`src/rtl/ram_burst_reader.sv`:
```
// Burst reader: streams count_i consecutive words from a single-port RAM with one-cycle read
// latency into a 2-entry output buffer under valid/ready flow control.
module ram_burst_reader #(
  parameter int ADDR_WIDTH  = 32,
  parameter int DATA_WIDTH  = 32,
  parameter int COUNT_WIDTH = 16
) (
  input  logic                   clk,
  input  logic                   reset,
  input  logic                   start_i,
  input  logic [ADDR_WIDTH-1:0]  base_addr_i,
  input  logic [COUNT_WIDTH-1:0] count_i,
  output logic [ADDR_WIDTH-1:0]  ram_addr_o,
  output logic                   ram_we_o,
  output logic [DATA_WIDTH-1:0]  ram_data_o,
  input  logic [DATA_WIDTH-1:0]  ram_q_i,
  output logic [DATA_WIDTH-1:0]  data_o,
  output logic                   valid_o,
  input  logic                   ready_i,
  output logic                   last_o,
  output logic                   busy_o,
  output logic                   done_o
);

  typedef enum logic [1:0] {StIdle, StRead, StDrain} state_e;

  localparam logic [COUNT_WIDTH-1:0] CntOne = COUNT_WIDTH'(1);

  state_e                 r_state;
  logic [ADDR_WIDTH-1:0]  r_base;
  logic [COUNT_WIDTH-1:0] r_count;
  logic [COUNT_WIDTH-1:0] r_issued;
  logic [COUNT_WIDTH-1:0] r_popped;
  logic                   r_inflight;
  logic [ADDR_WIDTH-1:0]  r_last_addr;
  logic [DATA_WIDTH-1:0]  r_buf [2];
  logic                   r_rd_ptr;
  logic                   r_wr_ptr;
  logic [1:0]             r_occ;
  logic                   r_busy;
  logic                   r_done;

  logic                   w_pop;
  logic [2:0]             w_slots;
  logic                   w_issue;
  logic                   w_last_issue;
  logic [ADDR_WIDTH-1:0]  w_issue_addr;

  assign valid_o    = (r_occ != 2'd0);
  assign data_o     = r_buf[r_rd_ptr];
  assign last_o     = valid_o && (r_popped == r_count - CntOne);
  assign busy_o     = r_busy;
  assign done_o     = r_done;
  assign ram_we_o   = 1'b0;
  assign ram_data_o = '0;

  assign w_pop        = valid_o & ready_i;
  // Words held or promised after this edge; a new read may only go out if one slot stays free.
  assign w_slots      = {1'b0, r_occ} + {2'b00, r_inflight} - {2'b00, w_pop};
  assign w_issue      = (r_state == StRead) && (r_issued != r_count) && (w_slots < 3'd2);
  assign w_last_issue = w_issue && (r_issued == r_count - CntOne);
  assign w_issue_addr = r_base + ADDR_WIDTH'(r_issued);
  // The address is presented during the issuing cycle so the RAM samples it at the next edge.
  assign ram_addr_o   = w_issue ? w_issue_addr : r_last_addr;

  always_ff @(posedge clk) begin
    if (reset) begin
      r_state     <= StIdle;
      r_base      <= '0;
      r_count     <= '0;
      r_issued    <= '0;
      r_popped    <= '0;
      r_inflight  <= 1'b0;
      r_last_addr <= '0;
      r_buf[0]    <= '0;
      r_buf[1]    <= '0;
      r_rd_ptr    <= 1'b0;
      r_wr_ptr    <= 1'b0;
      r_occ       <= 2'd0;
      r_busy      <= 1'b0;
      r_done      <= 1'b0;
    end else begin
      r_done     <= 1'b0;
      r_inflight <= w_issue;
      r_occ      <= r_occ + {1'b0, r_inflight} - {1'b0, w_pop};
      if (r_inflight) begin
        r_buf[r_wr_ptr] <= ram_q_i;
        r_wr_ptr        <= ~r_wr_ptr;
      end
      if (w_pop) begin
        r_rd_ptr <= ~r_rd_ptr;
        r_popped <= r_popped + CntOne;
      end
      if (w_issue) begin
        r_last_addr <= w_issue_addr;
        r_issued    <= r_issued + CntOne;
      end
      unique case (r_state)
        StIdle: begin
          if (start_i) begin
            if (count_i != '0) begin
              r_base   <= base_addr_i;
              r_count  <= count_i;
              r_issued <= '0;
              r_popped <= '0;
              r_busy   <= 1'b1;
              r_state  <= StRead;
            end else begin
              r_done <= 1'b1;
            end
          end
        end
        StRead: begin
          if (w_last_issue) r_state <= StDrain;
        end
        StDrain: begin
          if (w_pop && last_o) begin
            r_busy  <= 1'b0;
            r_done  <= 1'b1;
            r_state <= StIdle;
          end
        end
        default: r_state <= StIdle;
      endcase
    end
  end

endmodule

```
`config.mk`:
```
export PLATFORM = sky130hd
export DESIGN_NAME = ram_burst_reader
export DESIGN_NICKNAME = d
export VERILOG_FILES = /design/src/rtl/ram_burst_reader.sv
export SDC_FILE = /design/constraint.sdc
export NUM_CORES = 1
export LEC_CHECK = 0
export CORE_MARGIN = 1
export CORE_UTILIZATION = 35
export CTS_CLUSTER_DIAMETER = 30
export DETAILED_ROUTE_END_ITERATION = 10
export PLACE_DENSITY = 0.69
export SYNTH_ARGS = -nofsm -noshare
export SYNTH_HDL_FRONTEND = slang
export SYNTH_SLANG_ARGS = --single-unit
```
`constraint.sdc`:
```
create_clock -name clk -period 7.1 [get_ports clk]
set_input_delay 1.775 -clock clk [delete_from_list [all_inputs] [get_ports clk]]
set_output_delay 1.775 -clock clk [all_outputs]
set_load 0.02 [all_outputs]
```
* Yosys cells after proc, flatten, opt, wreduce, memory -nomap -nowiden
Memory sizes are Yosys's and may differ from the RTL's. A register that Yosys moved wholly into a read port is not among the register bits.
Index checks and enable logic that the tools add are counted.
** Word-level totals
- Input bits :: 84
- Bits in writable memories :: 64
- Bits in registers :: 121
- Memories kept :: 1
- Logic and storage cells :: 79
** Cells by class
- Bitwise operators :: 3
- Eq/ne operators :: 9
- $lt $le $gt $ge :: 1
- Multiplexer cells :: 32
- Reduce and logical (&&, ||, !) cells :: 13
- Add/subtract/negate cells :: 8
** Memories
- r_buf :: words 2, width 32, read ports 1, clocked after Yosys merged registers in 1, wr ports 2, RTL line 36 : logic [DATA_WIDTH-1:0] r_buf [2];
** Operators by type and width (count)
- 16-bit two-way mux :: 8
- 32-bit two-way mux :: 2
- 16-bit by 1-bit adder with 16-bit output (second input constant) :: 2
- 32-bit by 16-bit adder with 32-bit output :: 1
- 16-bit equality test :: 2
- 32-bit OR reduction :: 1
- 16-bit != test :: 1
- 16-bit nonzero test :: 1
- 16-bit by 1-bit subtractor with 16-bit output (second input constant) :: 1
- 1-bit two-way mux :: 15
- 2-bit two-way mux :: 4
- 2-bit != test (second input constant) :: 4
- 4-bit AND reduction :: 2
- 2-bit one-hot mux with 3 select lines :: 1
- 1-bit logical AND :: 5
- 1-bit one-hot mux with 2 select lines :: 2
- 2-bit nonzero test :: 2
- 2-bit by 1-bit adder with 3-bit output :: 1
- 3-bit by 2-bit < comparator with 1-bit output (second input constant) :: 1
- 3-bit AND reduction :: 1
- 3-bit by 1-bit subtractor with 3-bit output :: 1
- 2-bit by 1-bit adder with 2-bit output :: 1
- 2-bit by 1-bit equality test with 1-bit output (second input constant) :: 1
- 2-bit equality test (second input constant) :: 1
- 4 further kinds :: 5

* Depth between registers and ports, before layout
Gate-level depths: netlist (run 1).
- Depth in word-level cells :: 9
- Mapped depth :: 15
- Mapped depth without buffers :: 13

* Worst setup path after synthesis (run 1)
Ideal clock, no wire load.
- Path kind :: input-to-output
- Start point :: input ready_i
- End point :: output ram_addr_o[17]
- Path buffers :: 4
- Slack :: 0.918 ns
- Stages on the path :: 13
- Arrival time :: 4.407 ns
- Cell sequence :: and2_2 buf_6 ha_1 inv_1 ha_1 inv_1 fa_1 xnor2_1 o2111a_1 clkbuf_1 clkbuf_1 clkbuf_1 a21oi_1
** Between the ends
- Longest elaborated chain between the ends :: 5
** Ends and longest elaborated chain
- start, declared :: RTL line 19 : input logic ready_i,
- 1-bit AND :: RTL line 57 : assign w_pop = valid_o & ready_i;
- net w_pop :: RTL line 43 : logic w_pop;
- 3-bit by 1-bit subtractor with 3-bit output :: RTL line 59 : assign w_slots = {1'b0, r_occ} + {2'b00, r_inflight} - {2'b00, w_pop};
- 3-bit by 2-bit < comparator with 1-bit output :: RTL line 60 : assign w_issue = (r_state == StRead) && (r_issued != r_count) && (w_slots < 3'd2);
- 1-bit logical AND :: RTL line 60
- 32-bit two-way mux
- end, declared :: RTL line 13 : output logic [ADDR_WIDTH-1:0] ram_addr_o,
The timed path passes the listed nets, and every way through them passes these cells.

* Final worst setup path (run 1)
- Start point :: input ready_i
- End point :: output ram_addr_o[26]
** Between the ends
- Longest elaborated chain between the ends :: 5
** Ends and longest elaborated chain (RTL line)
- 1-bit AND :: 57
- 3-bit by 1-bit subtractor with 3-bit output :: 59
- 3-bit by 2-bit < comparator with 1-bit output :: 60
- 1-bit logical AND :: 60
- 32-bit two-way mux
Every way passes these cells.

==> impl_metrics.yaml, run 1 <==
yosys:
  synth_area_leaders: "dfxtp_1 (24%), edfxtp_1 (19%), nand2_1 (5.6%), xor2_1 (5.3%), a21oi_1 (4.8%)"
  yosysMostFrequentCell: "nand2_1"
  netlist_area_um2: 10070
  synthTopCellsByCount: "nand2_1 (151), dfxtp_1 (122), a21oi_1 (96), nor2_1 (69), and2_1 (66)"
  synth_top_area_share: 0.2426
  yosys_warnings: 0
  synth.ff_latch_count: 186
  ys_types: 63
  ys_seq_area_frac: 0.4335
  syn_avg_cell_area_um2: 9.021
  yosys.area.top_type: "dfxtp_1"
  ys.flop_type: "dfxtp_1"
  synth_edf_count: 64
  syn_inst: 1116
  async_flop_share: 0
finish:
  final_util: 0.4389
  fin_nets: 1333
  area_growth_pct: 22.12
  layout-drive-gt1-share: 0.08232
  antenna_cells: 0
  fin_cells: 1617
power_and_ir_drop:
  peakVddDrop_mv: 0.1508
  p_per_area_nw_per_um2: 271.1
  swShare: 0.3367
  intPower_mw: 2.211
  pwr-share-comb: 0.334
  clock_power_share: 0.284
  seq_power_share: 0.382
  switching_power_mw: 1.122
  p_leak_nw: 4.624
  p_total_mw: 3.333
routing:
  drt_first_pass_iters: 5
  via_per_inst: 5.054
  dr_total_vias: 8172
  wl_per_cell_um: 15.72
  drtAntennaViolNets: 0
  drc: 0
  wirelength_um: 25420
  drt_first_iter_violations: 637
clock_network:
  cts.sinks: 186
  cts_inserted_buffers: 17
  insertion_delay_ps: 440
  clk_path_buf_depth: 2
  root_buffer: "clkbuf_16"
  h-tree-depth: 4
  postCtsHoldBufs: 0
  cts_tree: "built"
  clkTransAtPathRegs_ps: 80
sta:
  relSlewSlack: 0.2762
  slew_viol_final: 0
  hold_ws_ps: 465.2
  final.setup_skew_ps: 15.56
  period_share: 0.9690
  setup_viol: 0
  fmax_ghz: 0.1454
  min_period_ps: 6880
  tightest_slew_ps: 1084
  hold_viol_final: 0
  totalNegativeSetupSlack_ps: 0
  grt_setup_unrepaired: "no"
hold_path:
  holdPathStages: 2
  min_path_type: "flop to flop"
  hp-start: "r_base[2]"
  hold_path_end: "r_base[2]"
grt:
  grt_antenna_before_repair: 0
  grt_pass1_wl_um: 40010
  grt_overflow: 0
  grt_max_degree: 94
  grt_pass1_vias: 7607
  track_usage: 0.1747
worst_setup_path:
  r2r_slack_ps: 3430
  ff2ff_path_depth: 10
  cp_max_fo: 7
  startpoint_type: "primary input"
  cp.required_ps: 5330
  r2r_start: "r_count[0]"
  crit_path_end_kind: "output pin"
  rr_endpoint: "busy_o"
  worstSetupPathType: "primary input to output pin"
  arrival_ps: 5100
floorplanning:
  initial_core_util: 0.3594
  core-area_um2: 28010
  core.rowCount: 61
  die_y_um: 171.6
  die_area_um2: 29440
  die_x_um: 171.6
  io_pins: 185
status:
  status: "finished, final reports clean"
placement:
  portBuffers: 151
  routabilityCongestion: 0.9203
  hpwl_um: 17960
  dp.cells: 1585
run:
  cap_violations: 0
[routing by layer]
layer / track usage / vias to the layer above / wire length [µm]
met3: 0.03474 / 32 / 1462
met5: 0 / - / 0
li1: - / 4035 / -
met2: 0.2931 / 247 / 12140
met4: 0.06017 / 0 / 463
met1: 0.2225 / 3858 / 11350
[cells in the final DEF (no fill, tap or decap), types with 17 or more instances in the layout]
master,synthesis,final
nand2_1,151,151
clkdlybuf4s50_1,0,150
dfxtp_1,122,122
a21oi_1,96,96
nor2_1,69,69
and2_1,66,66
edfxtp_1,64,64
xor2_1,61,61
o21ai_0,35,35
mux2_2,34,34
conb_1,1,33
nand3_1,32,31
xnor2_1,30,29
inv_1,25,25
ha_1,21,21
nor2b_1,19,19
clkbuf_16,0,17
[critical path, stage by stage]
cell             delay [ps]
clkdlybuf4s50_1         400
and2_2                  210
ha_1                    270
inv_1                    50
ha_1                    130
inv_1                    50
fa_1                    410
xnor2_2                 240
o2111ai_4               220
or4_1                   580
nand3_1                 150
clkdlybuf4s50_1         620
[how the worst max path moves through the flow]
stage | depth (start not counted) | end | startpoint
final | 12 | ram_addr_o[26] | ready_i
after global routing | 12 | ram_addr_o[26] | ready_i
after CTS | 12 | ram_addr_o[28] | ready_i
after detailed placement | 12 | ram_addr_o[30] | ready_i
after global placement | 12 | ram_addr_o[26] | ready_i
after floorplan | 13 | ram_addr_o[17] | ready_i
[registers in the layout, summed over array words and instances, names as in the netlist, named ones only]
signal and count:
busy_o 1, done_o 1, r_rd_ptr 1, r_count 16, r_buf 64, r_state 2
r_base 32, r_popped 16, r_inflight 1, r_issued 16, r_last_addr 32, r_occ 2
r_wr_ptr 1
[power groups by stage]
| stage | Sequential [mW] | Clock [mW] | Combinational, mW |
|---|---|---|---|
| after floorplan | 1.27 | 0 | 0.693 |
| after global placement | 1.29 | 0 | 1.09 |
| after detailed placement | 1.30 | 0 | 1.11 |
| after CTS | 1.27 | 0.966 | 1.11 |
| after global routing | 1.28 | 1.02 | 1.20 |
| final | 1.27 | 0.948 | 1.11 |
[repair_timing]
item	in CTS	in global routing
buffers inserted	0	0
endpoints found under the setup margin	0	2
gates resized for setup	0	1
[logic make-up after synthesis]
family,share of synthesized area
compound gates,0.1260
xor+xnor,0.07917
fa+ha+maj,0.03008
buf+inv,0.06736
flops,0.4335
mux,0.03903
other cells,0.0003725
simple gates,0.2245
[per-stage QoR]
step / cell area, µm² / setup WS [ps]
6_report: 12290 / 220.2
5_1_grt: 12290 / 78.55
4_1_cts: 12290 / 169.6
3_5_place_dp: 11710 / 173.1
3_3_place_gp: 11710 / 212.3
2_1_floorplan: 10190 / 917.9
[cell type report]
cell class	instances	area, µm²
repair buffers	161	1597
well taps	378	473.0
multi-input cells	835	5186
inverters	25	93.84
fillers	2729	15720
clock buffers	18	429.2
flip-flops and latches	186	4364
clock inverters	14	151.4
Power figures use the tool's default switching activity.
==> run 2: changes to the inputs <==
Settings changed: SLEW_MARGIN set to 20.
==> run 2 against run 1 <==
Against the previous run: worst hold slack hardly changed; core utilization hardly changed; clock-buffer cell count stayed put; sequential share of layout area hardly changed; register-to-register slack better by 20 ps; flip-flop and latch count stayed put; clock power hardly changed; critical path depth stayed put; power hardly changed; via count is 0.21% lower; sequential power hardly changed; critical endpoint unchanged; highest routed layer unchanged.
==> impl_metrics.yaml, run 2 (synthesized netlist as in run 1, its figures left out) <==
worst_setup_path:
  critical_path.slowest_cell: "clkdlybuf4s50_1"
  ff2ff_path_depth: 10
  crit_buf_inv: 4
  startpoint_type: "primary input"
  worstSetupPathType: "primary input to output pin"
  rr_endpoint: "busy_o"
  max_stage_delay_ps: 620
  cp_max_fo: 7
  r2r_start: "r_count[0]"
  crit_path_end_kind: "output pin"
  crit_chain: "clkdlybuf4s50_1 -> and2_2 -> ha_1 -> inv_1 -> ha_1 -> inv_1 -> fa_1 -> xnor2_2 -> o2111ai_4 -> or4_1 -> nand3_1 -> clkdlybuf4s50_1"
  arrival_ps: 5100
  r2r_slack_ps: 3450
  critPathTopFamily: "buffers and inverters"
  cp.required_ps: 5330
sta:
  min_period_ps: 6877
  hold_viol_final: 0
  finalWorstSetupSlack_ps: 222.9
  hold_ws_ps: 465.1
  totalNegativeSetupSlack_ps: 0
  tightest_slew_ps: 1012
  slew_viol_final: 0
  final.setup_skew_ps: 16.75
  grt_setup_unrepaired: "no"
  period_share: 0.9686
  setup_viol: 0
  relSlewSlack: 0.3252
  fmax_ghz: 0.1454
status:
  status: "finished, final reports clean"
power_and_ir_drop:
  p_leak_nw: 4.625
  intPower_mw: 2.211
  pwr-share-comb: 0.334
  switching_power_mw: 1.121
  clock_power_share: 0.285
  peakVddDrop_mv: 0.1512
  p_per_area_nw_per_um2: 270.9
  seq_power_share: 0.382
  swShare: 0.3365
grt:
  grt_antenna_before_repair: 0
  grt_max_degree: 94
  track_usage: 0.1747
  grt_pass1_wl_um: 40010
  grt_overflow: 0
  grt_pass1_vias: 7607
floorplanning:
  die_x_um: 171.6
  core-area_um2: 28010
  io_pins: 185
  core.rowCount: 61
  die_area_um2: 29440
  initial_core_util: 0.3594
  die_y_um: 171.6
hold_path:
  hold_path_end: "r_base[2]"
  hp-start: "r_base[2]"
  holdPathStages: 2
  min_path_type: "flop to flop"
placement:
  hpwl_um: 17960
  portBuffers: 151
  routabilityCongestion: 0.9203
  pre_cts_slack_ps: 173.1
finish:
  top_regs: "r_buf: 64 flops, r_base: 32 flops, r_last_addr: 32 flops"
  layout_commonest_cell: "nand2_1"
  antenna_cells: 0
  regMostFlops: "r_buf"
  area_growth_pct: 22.20
  layout-drive-gt1-share: 0.08232
  final_cell_mix: "nand2_1 (151), clkdlybuf4s50_1 (150), dfxtp_1 (122)"
  fin_nets: 1333
  largest_reg_flops: 64
clock_network:
  insertion_delay_ps: 440
  postCtsHoldBufs: 0
  cts_tree: "built"
  root_buffer: "clkbuf_16"
  cts.sinks: 186
  clk_path_buf_depth: 2
  clkTransAtPathRegs_ps: 80
  cts-resized-gates: 0
  cts_setup_buffers: 0
  cts_inserted_buffers: 17
  h-tree-depth: 4
routing:
  dr_total_vias: 8155
  via_per_inst: 5.043
  wl_per_cell_um: 15.70
  drt_first_iter_violations: 640
  drt_first_pass_iters: 5
  drtAntennaViolNets: 0
  wirelength_um: 25380
  drc: 0
run:
  cap_violations: 0
## run 2: power groups by stage
stage	Combinational, mW	Clock [mW]	Sequential, mW
final	1.11	0.948	1.27
after global routing	1.20	1.02	1.28
after CTS	1.11	0.966	1.27
after detailed placement	1.11	0	1.30
after global placement	1.09	0	1.29
after floorplan	0.693	0	1.27
## run 2: worst reg2reg max path: stages (launching register included)
cell       delay [ps]
dfxtp_1           380
inv_1              80
ha_1              270
or4b_4            600
nor3_1            490
mux2_2            400
mux2i_1           150
o2111ai_1         220
a2111oi_4         570
and3_1            270
nor3_1             60
## run 2: worst max path at each step
stage,from,to,slack (ps),cells after the start
3_5_place_dp,ready_i,ram_addr_o[30],170,12
2_1_floorplan,ready_i,ram_addr_o[17],920,13
6_report,ready_i,ram_addr_o[26],220,12
5_1_grt,ready_i,ram_addr_o[26],80,12
4_1_cts,ready_i,ram_addr_o[28],170,12
3_3_place_gp,ready_i,ram_addr_o[26],210,12
## run 2: per-layer routing
metal  GRT usage  routed length [µm]  part of all wire
met2      0.2931               12100              0.48
met5           0                   0                 0
met3     0.03474                1437             0.057
met4     0.06017                 460             0.018
met1      0.2225               11380              0.45
## run 2: final cells by class
class                           count  area (µm²)
Fill cell                        2727       15710
Inverter                           25       93.84
Sequential cell                   186        4364
Timing Repair Buffer              161        1597
Tap cell                          378       473.0
Multi-Input combinational cell    835        5194
Clock buffer                       18       429.2
Clock inverter                     14       151.4
## run 2: metrics by stage
| stage | instance area, µm² | power (mW) | cells | util |
|---|---|---|---|---|
| 5_1_grt | 12300 | 3.501 | 1617 | 0.4392 |
| 3_3_place_gp | 11710 | 2.384 | 1585 | 0.4179 |
| 6_report | 12300 | 3.332 | 1617 | 0.4392 |
| 3_5_place_dp | 11710 | 2.404 | 1585 | 0.4179 |
| 4_1_cts | 12290 | 3.351 | 1617 | 0.4386 |
| 2_1_floorplan | 10190 | 1.965 | 1148 | - |
